==> config.mk <==
export PLATFORM = sky130hd
export DESIGN_NAME = result_collector
export DESIGN_NICKNAME = d
export VERILOG_FILES = /design/src/rtl/result_collector.sv
export SDC_FILE = /design/constraint.sdc
export NUM_CORES = 1
export LEC_CHECK = 0
export BUFFER_PORTS_ARGS = -buffer_cell sky130_fd_sc_hd__buf_4
export CORE_MARGIN = 4
export CORE_UTILIZATION = 58
export DETAILED_ROUTE_END_ITERATION = 6
export PLACE_DENSITY = 0.81
export RECOVER_POWER = 100
export SLEW_MARGIN = 10
export SYNTH_ARGS = -nofsm -noshare
export SYNTH_HDL_FRONTEND = slang
export SYNTH_SLANG_ARGS = --single-unit
==> constraint.sdc <==
create_clock -name clk -period 2.7 [get_ports clk]
set_input_delay 0.135 -clock clk [delete_from_list [all_inputs] [get_ports clk]]
set_output_delay 0.135 -clock clk [all_outputs]
set_load 0.01 [all_outputs]
==> src/rtl/result_collector.sv <==
// Deskews per-column results leaving the bottom edge of the systolic array
// into per-column FIFOs and drains aligned rows to the result sink.
`ifndef ARRAYWIDTH
`define ARRAYWIDTH 4
`endif
`ifndef DATASIZE
`define DATASIZE 8
`endif

module result_collector #(
  parameter int COLS  = `ARRAYWIDTH,
  parameter int RES_W = 2 * `DATASIZE,
  parameter int DEPTH = 4,
  parameter int CNT_W = 16
) (
  input  logic                  clk,
  input  logic                  rst,
  input  logic                  start,
  input  logic [CNT_W-1:0]      num_rows,
  input  logic [COLS-1:0]       in_valid,
  input  logic [COLS*RES_W-1:0] in_result,
  output logic                  out_valid,
  input  logic                  out_ready,
  output logic [COLS*RES_W-1:0] out_result,
  output logic                  busy,
  output logic                  done,
  output logic                  overflow
);
  localparam int AW = (DEPTH > 1) ? $clog2(DEPTH) : 1;
  localparam int CW = AW + 1;

  typedef enum logic [1:0] {IDLE, ACTIVE, DONE} state_t;

  state_t             state_q, state_d;
  logic [CNT_W-1:0]   num_rows_q;
  logic [CNT_W-1:0]   rows_popped_q;
  logic               overflow_q;

  logic [RES_W-1:0]   mem    [COLS][DEPTH];
  logic [AW-1:0]      wr_ptr [COLS];
  logic [AW-1:0]      rd_ptr [COLS];
  logic [CW-1:0]      count  [COLS];

  logic [COLS-1:0]    nonempty;
  logic [COLS-1:0]    push;
  logic [COLS-1:0]    drop;
  logic               accept_start;
  logic               pop;
  logic               last_pop;
  logic               flush;

  // A write into a full lane is dropped even when that lane pops this cycle.
  always_comb begin
    nonempty = '0;
    push     = '0;
    drop     = '0;
    for (int c = 0; c < COLS; c++) begin
      nonempty[c] = (count[c] != '0);
      push[c]     = (state_q == ACTIVE) && in_valid[c] && (count[c] != CW'(DEPTH));
      drop[c]     = (state_q == ACTIVE) && in_valid[c] && (count[c] == CW'(DEPTH));
    end
  end

  assign accept_start = (state_q == IDLE) && start;
  assign out_valid    = (state_q == ACTIVE) && (&nonempty);
  assign pop          = out_valid && out_ready;
  assign last_pop     = pop && ((rows_popped_q + CNT_W'(1)) == num_rows_q);
  assign flush        = accept_start || (state_q == DONE);
  assign busy         = (state_q != IDLE);
  assign done         = (state_q == DONE);
  assign overflow     = overflow_q;

  always_comb begin
    out_result = '0;
    if (out_valid) begin
      for (int c = 0; c < COLS; c++)
        out_result[c*RES_W +: RES_W] = mem[c][rd_ptr[c]];
    end
  end

  always_comb begin
    state_d = state_q;
    unique case (state_q)
      IDLE:    if (start) state_d = (num_rows == '0) ? DONE : ACTIVE;
      ACTIVE:  if (last_pop) state_d = DONE;
      DONE:    state_d = IDLE;
      default: state_d = IDLE;
    endcase
  end

  always_ff @(posedge clk) begin
    if (rst) begin
      state_q       <= IDLE;
      num_rows_q    <= '0;
      rows_popped_q <= '0;
      overflow_q    <= 1'b0;
    end else begin
      state_q <= state_d;
      if (accept_start) begin
        num_rows_q    <= num_rows;
        rows_popped_q <= '0;
        overflow_q    <= 1'b0;
      end else begin
        if (pop)   rows_popped_q <= rows_popped_q + CNT_W'(1);
        if (|drop) overflow_q    <= 1'b1;
      end
    end
  end

  // Leftover rows are discarded both when a new job starts and on DONE.
  always_ff @(posedge clk) begin
    for (int c = 0; c < COLS; c++) begin
      if (rst || flush) begin
        wr_ptr[c] <= '0;
        rd_ptr[c] <= '0;
        count[c]  <= '0;
      end else begin
        if (push[c]) wr_ptr[c] <= wr_ptr[c] + AW'(1);
        if (pop)     rd_ptr[c] <= rd_ptr[c] + AW'(1);
        count[c] <= count[c] + CW'(push[c]) - CW'(pop);
      end
    end
  end

  always_ff @(posedge clk) begin
    for (int c = 0; c < COLS; c++) begin
      if (push[c]) mem[c][wr_ptr[c]] <= in_result[c*RES_W +: RES_W];
    end
  end

endmodule

### After elaboration in Yosys (flattened, before gate mapping)

Memory sizes are Yosys's and may differ from the RTL's.
Index checks and enable logic that the tools add are counted.

| storage, ports and cells | value |
|---|---|
| register bits after elaboration | 35 |
| bits in writable memories | 284 |
| input bits | 88 |
| output and inout port bits | 68 |
| word-level logic and storage cells | 162 |
| memories | 4 |

| operators by class | value |
|---|---|
| add/sub/neg operators | 17 |
| $lt $le $gt $ge | 12 |
| equal/unequal tests | 13 |
| mux-type cells | 59 |
| bitwise logic cells | 20 |
| reductions and logical operators | 33 |

Memory list:

| memory | depth | bits a word | read ports | clocked after memory_dff | wr ports | RTL line | source |
|---|---|---|---|---|---|---|---|
| mem | 4 | 64 | 4 | 0 | 4 | 39 | `logic [RES_W-1:0] mem [COLS][DEPTH];` |
| count | 4 | 3 | 4 | 0 | 4 | 42 | `logic [CW-1:0] count [COLS];` |
| rd_ptr | 4 | 2 | 4 | 0 | 4 | 41 | `logic [AW-1:0] rd_ptr [COLS];` |
| wr_ptr | 4 | 2 | 4 | 0 | 4 | 40 | `logic [AW-1:0] wr_ptr [COLS];` |

Operator list:

| operator | number |
|---|---|
| $mux 64 | 5 |
| $mux 16 | 12 |
| $bmux 16 s2 | 4 |
| $demux 16 s2 | 4 |
| $ge 3x3->1 const B | 8 |
| $not 2->3 | 8 |
| $mux 2 | 11 |
| $logic_and 1x1->1 | 20 |
| $mux 1 | 18 |
| $add 16x1->16 const B | 1 |
| $add 2x1->2 const B | 8 |
| $eq 16x16->1 | 1 |
| $logic_not 16->1 | 1 |
| $add 3x1->3 | 4 |
| $eq 3x3->1 const B | 4 |
| $lt 3x1->1 const B | 4 |
| $mux 3 | 4 |
| $ne 3x3->1 const B | 4 |
| $or 1x1->1 | 12 |
| $reduce_bool 3->1 | 4 |
| $sub 3x1->3 | 4 |
| $ne 2x2->1 const B | 2 |
| $pmux 2 s2 | 1 |
| $reduce_and 4->1 | 1 |
| 8 further kinds | 9 |

### Logic depth before layout (Yosys ltp)

Gate-level depths: netlist of the first run.

| logic depth | value |
|---|---|
| depth in word-level cells | 8 |
| depth in mapped cells | 12 |
| mapped depth without buffers | 12 |

### Least setup slack after synthesis of the first run

Ideal clock, no wire load.

| path | value |
|---|---|
| path type | flip-flop to flip-flop |
| start | mem count[3][1] (netlist bit) |
| end | mem count[1][2] (netlist bit) |
| data arrival time | 2,319 ps |
| required time | 2,575 ps |
| path slack | 256 ps |
| cell stages (with the launch flop) | 12 |
| buffers on the path | 0 |
| period minus slack after synthesis | 2,444 ps |
| path through | dfxtp_1 or3_1 and3_1 nand2_1 inv_2 ha_1 inv_1 ha_1 fa_1 xnor2_1 xnor2_1 nor2_1 |

RTL lines:

| element | RTL line |
|---|---|
| from (decl) | 42 |

==> flow_summary.toml, run 1 <==
[cts]
cts_sinks = 319
cts_inserted_buffers = 34
cts_root_buf = "clkbuf_16"
clock_path_buffers = 3
worstSkewPairLatency_ns = 0.49
path_clk_slew_ns = 0.06
cts_tree = "built"
htreeDepth = 2

[critical_path]
worstPathCellList = "clkbuf_2, mux4_2, and2_0, buf_4"
crit_slowest_cell = "mux4_2"
slowest_delay_ns = 0.58
worstPathMaxFanout = 15
cp.arrival_ns = 2.38
cp.required_ns = 2.57
start_kind = "register"
criticalPathCategory = "register to primary output"
end_kind = "primary output"

[finish]
nFillCells = 1456
seq_area_um2 = 9110
drive_gt1_share_pct = 20.2
area_delta_synth_final_pct = 24.9
final_util_pct = 73.3
multi_input_comb_area_um2 = 3890
antenna-diode-count = 0
fin_nets = 1218

[global_routing]
grt_overflow = 0
grt_use_met3_pct = 3.78
grt.busiest_layer = "met2"
antenna_found_initial = 0
use_met2_pct = 38.6
grt_max_degree = 66
grt_pass1_vias = 8369
grt_pass1_wl_um = 43500
grt_usage_pct = 21.3
met1_usage_pct = 26.9

[die]
die_area_um2 = 25300
initial_utilization_pct = 58.7
fp.dieH_um = 159
io_pins = 156
die_w_um = 159
fp.coreArea_um2 = 22600
row_count = 55

[flow_run]
cap_violations = 0

[sta]
holdWs_ns = 0.0607
setup_violations = 0
finalMaxSlewViolations = 0
finalHoldViolCount = 0
period_needed_ns = 2.51
post-route-period-util_pct = 93.1
finClkSkew_ns = 0.00985
worst_slew_margin_rel_pct = 33.1
worst_slack_ns = 0.186
tightest_slew_ns = 1.00
fin_setup_tns_ns = 0
fmax_mhz = 398
rsz0062_at_grt = "no"

[logic_synthesis]
netlist.area_leader.share_pct = 61.7
yosys_register_bits = 319
synthTopCellsByArea = "edfxtp_1 (62%), mux4_2 (11%), dfxtp_1 (7.1%)"
yosys_warnings = 0
syn-num-nets = 937
synth-edff-count = 272
async_flop_share_pct = 0
synthesis.area_um2 = 13200
synth_top_area_cell = "edfxtp_1"
ys_seq_area_share_pct = 68.8
synth.most_common_cell = "edfxtp_1"
synthTopCellsByCount = "edfxtp_1 (272), and2_1 (87), mux4_2 (64), nand2_1 (49), dfxtp_1 (47)"
syn_area_per_cell_um2 = 16.2
synth_cell_type_count = 44
synthCells = 820
synth_ff_type = "edfxtp_1"

[route]
wl_per_cell_um = 18.8
ant_nets = 0
drt_iter0_markers = 443
wirelength_um = 26500
drc_errors = 0
drtPass1Iterations = 4
vias_per_cell = 5.48
route.vias.total = 7728

[power_and_ir_drop]
p_leak_nw = 5.83
peakVddDrop_mv = 0.421
p_per_area_nw_per_um2 = 651

[placement]
hpwl_um = 16000
gp_congestion = 0.782
port_buffers = 155
dp_worst_setup_slack_ns = 0.196

[status]
outcome = "complete, no violations"

[min_path]
hold_class = "primary input to register"
## final timing paths
path                                        from                              to  slack (ns)  cells past startpoint
setup reg to reg          count[3][1]$_SDFF_PP0_          count[3][2]$_SDFF_PP0_        0.19                     12
hold / removal                             start         state_q[1]$_SDFFE_PP0P_        0.06                      4
setup / recovery      rd_ptr[2][0]$_SDFFCE_PN0P_                  out_result[35]        0.19                      4
hold reg to reg   rows_popped_q[15]$_SDFFE_PP0P_  rows_popped_q[15]$_SDFFE_PP0P_        0.50                      2
## what timing repair did
action | 4_1_cts | 5_1_grt
endpoints found under the setup margin | 0 | 0
hold endpoints to repair | 272 | 0
hold buffers | 96 | 0
gates resized for setup | 0 | 0
setup buffers | 0 | 0
## cell families (layout without fill, tap and decap cells)
family / Yosys count / after routing / synth area share (%)
fa+ha+maj: 29 / 29 / 2.97
flops: 319 / 319 / 68.8
compound gates: 43 / 43 / 1.79
buf+inv: 62 / 368 / 1.90
xor+xnor: 43 / 43 / 2.90
mux: 67 / 67 / 11.1
simple gates: 257 / 257 / 10.6
## layer usage
metal | up-vias | share of wire, %
li1 | 3637 | -
met5 | - | 0
met4 | 0 | 1.7
met1 | 3826 | 40
met3 | 40 | 5.4
met2 | 225 | 53
## per-stage QoR
stage                     power, mW  cells  cell area, µm²
after floorplan                5.98    820           13200
after detailed placement       6.25   1254           14900
after global routing           11.2   1411           16500
after global placement         6.23   1254           14900
final                          10.8   1411           16500
after CTS                      10.9   1411           16900
## critical path: cells and delay by family, from the launching register on
| kind | cells | cell delay, ns |
|---|---|---|
| buf+inv | 2 | 0.66 |
| mux | 1 | 0.58 |
| flops | 1 | 0.44 |
| simple gates | 1 | 0.20 |
## power breakdown
part / total (mW) / leakage (nW) / internal, mW / switching (mW)
Sequential: 5.55 / 2.87 / 5.48 / 0.0715
Clock: 4.56 / 0.542 / 2.76 / 1.79
Combinational: 0.665 / 2.42 / 0.345 / 0.320
## registers in the layout, summed over array words and instances, names as in the netlist
name and flops:
count 12, wr_ptr 8, num_rows_q 16, rd_ptr 8, state_q 2, overflow 1
mem 256, rows_popped_q 16
## area by class of cell
cell class                      count  area share, %
Sequential cell                   319           55.1
Clock inverter                     21           1.27
Clock buffer                       40           5.41
Inverter                           25          0.567
Timing Repair Buffer              282           12.0
Multi-Input combinational cell    439           23.5
Tap cell                          285           2.16
## cells in the final DEF, fill, tap and decap left out, types with 4 or more instances in the layout
master           n
and2_0          63
dfxtp_1         47
nor3_1           8
mux4_2          64
fa_1             4
a21oi_1         28
buf_4           78
and3_1          11
or3_1            6
xnor2_1         27
ha_1            25
clkinv_2         6
inv_1           24
xor2_1          15
nor4_1           9
o21ai_0          7
clkbuf_1        95
nand2_1         49
and2_1          24
nand4_1          8
or2_2            7
dlygate4sd3_1   96
nor2_1          40
nand2b_1         4
clkbuf_2        17
clkbuf_16       35
edfxtp_1       272
bufinv_16        4
nand3_1         13
clkinv_1         7
No activity file was read; power rests on OpenSTA's default activity.
==> run 2: changes to the inputs <==
Settings changed: CORE_ASPECT_RATIO set to 0.75, CORE_MARGIN 4 to 8, SKIP_LAST_GASP set to 1.
==> flow_summary.toml, run 2 (synthesis results as in run 1) <==
[min_path]
min_to = "overflow$_SDFFE_PP0P_"
hold_path_depth = 5
hold_class = "primary input to register"
hold_start = "in_valid[0]"

[global_routing]
grt_overflow = 0
grt_usage_pct = 19.6
grt_max_degree = 55
grt_pass1_vias = 8039
antenna_found_initial = 0
grt_pass1_wl_um = 43800

[critical_path]
criticalPathCategory = "register to primary output"
r2r-end = "count[1][2]$_SDFF_PP0_"
reg2regPathDepth = 11
start_kind = "register"
startpoint = "count[2][1]$_SDFF_PP0_"
timing.rr.start = "count[3][1]$_SDFF_PP0_"
r2r_slack_ns = 0.18
end_kind = "primary output"
cp.required_ns = 2.57
worstPathMaxFanout = 54
cp.arrival_ns = 2.42

[finish]
final_area_um2 = 16500
seq_area_um2 = 9110
largest_reg_flops = 256
fin_nets = 1221
drive_gt1_share_pct = 19.9
antenna-diode-count = 0
area_delta_synth_final_pct = 24.5
nFillCells = 1504
mostFrequentLayoutCells = "edfxtp_1 (272), dlygate4sd3_1 (99), clkbuf_1 (96)"
final_common_cell = "edfxtp_1"
multi_input_comb_area_um2 = 3890

[die]
io_pins = 156
die_area_um2 = 28000
die_w_um = 191
row_count = 48
fp.coreArea_um2 = 22700
fp.dieH_um = 147
initial_utilization_pct = 58.3

[status]
outcome = "complete, no violations"

[power_and_ir_drop]
p_per_area_nw_per_um2 = 624
p_leak_nw = 5.79
peakVddDrop_mv = 0.621

[sta]
rsz0062_at_grt = "yes"
finClkSkew_ns = 0.0101
finalMaxSlewViolations = 0
finalHoldViolCount = 0
post-route-period-util_pct = 94.5
tightest_slew_ns = 0.958
worst_slew_margin_rel_pct = 36.1
setup_violations = 0
period_needed_ns = 2.55
fmax_mhz = 392
fin_setup_tns_ns = 0

[cts]
cts_setup_buffers = 0
cts_tree = "built"
path_clk_slew_ns = 0.06
worstSkewPairLatency_ns = 0.54
cts_sinks = 319
cts_root_buf = "clkbuf_16"
cts_inserted_buffers = 30
clock_path_buffers = 3
htreeDepth = 1

[route]
wl_per_cell_um = 19.2
ant_nets = 0
wirelength_um = 27400
vias_per_cell = 5.41
drc_errors = 0
drt_iter0_markers = 470
drtPass1Iterations = 5
route.vias.total = 7721

[placement]
port_buffers = 155
dpl_cell_area_um2 = 14900
hpwl_um = 17200
gp_congestion = 0.800

[flow_run]
cap_violations = 0
## run 2: cell count changes in the layout (fill, tap and decap cells not counted), sizes merged
| cell | before | now |
|---|---|---|
| clkinv | 14 | 12 |
| dlygate4sd3 | 96 | 99 |
| buf | 79 | 84 |
| bufinv | 4 | 3 |
| clkinvlp | 1 | 3 |
| clkbuf | 147 | 142 |
| inv | 27 | 25 |
## run 2: how the worst max path moves through the flow
stage / to / slack [ns] / cells past startpoint
6_report: out_result[61] / 0.15 / 6
5_1_grt: count[3][2]$_SDFF_PP0_ / -0.002 / 12
4_1_cts: out_result[60] / 0.10 / 6
3_5_place_dp: count[1][2]$_SDFF_PP0_ / 0.19 / 11
3_3_place_gp: count[3][2]$_SDFF_PP0_ / 0.28 / 12
2_1_floorplan: count[1][2]$_SDFF_PP0_ / 0.26 / 11
## run 2: per-stage QoR
| step | utilization (%) | hold WS, ns | cells | worst slack (ns) | power [mW] |
|---|---|---|---|---|---|
| detailed placement | 65.8 | 0.339 | 1273 | 0.189 | 6.26 |
| floorplan | - | 0.234 | 820 | 0.256 | 5.98 |
| global placement | 65.8 | 0.337 | 1273 | 0.278 | 6.24 |
| CTS | 74.3 | 0.00317 | 1426 | 0.103 | 10.4 |
| finish | 72.6 | 0.0251 | 1426 | 0.149 | 10.3 |
| global route | 72.6 | 0.0343 | 1426 | -0.00175 | 10.6 |
## run 2: worst max-delay path, stage by stage, from the launching register on
cell and delay (ns):
dfxtp_1 0.43, nor3_1 0.09, nor3_1 0.29, and3_4 0.37, buf_12 0.25, and2_0 0.25, buf_4 0.16
## run 2: layout make-up
class                      count  area share (%)
multi-input combinational    439            23.6
inverter                      25           0.569
tap                          300            2.28
clock buffer                  36            4.69
clock inverter                18            1.06
timing repair buffer         289            12.6
sequential                   319            55.2
## run 2: what timing repair did
action | in CTS | in global routing
hold endpoints to repair | 275 | 0
hold buffers | 99 | 0
gates resized for setup | 0 | 1
setup endpoints to repair | 0 | 15
## run 2: power breakdown
part	switching [mW]	internal [mW]	total (mW)
sequential	0.0665	5.48	5.55
clock	1.74	2.32	4.06
combinational	0.327	0.355	0.682
total	2.13	8.16	10.3
## run 2: per-layer routing
layer  wire length, µm  share of wire (%)  vias up  GRT usage [%]
met4               316                1.2        0           3.25
li1                  -                  -     3637              -
met3              1750                6.4       24           4.19
met2             13100                 48      234           31.4
met1             12200                 44     3826           27.9
met5                 0                  0        -              0
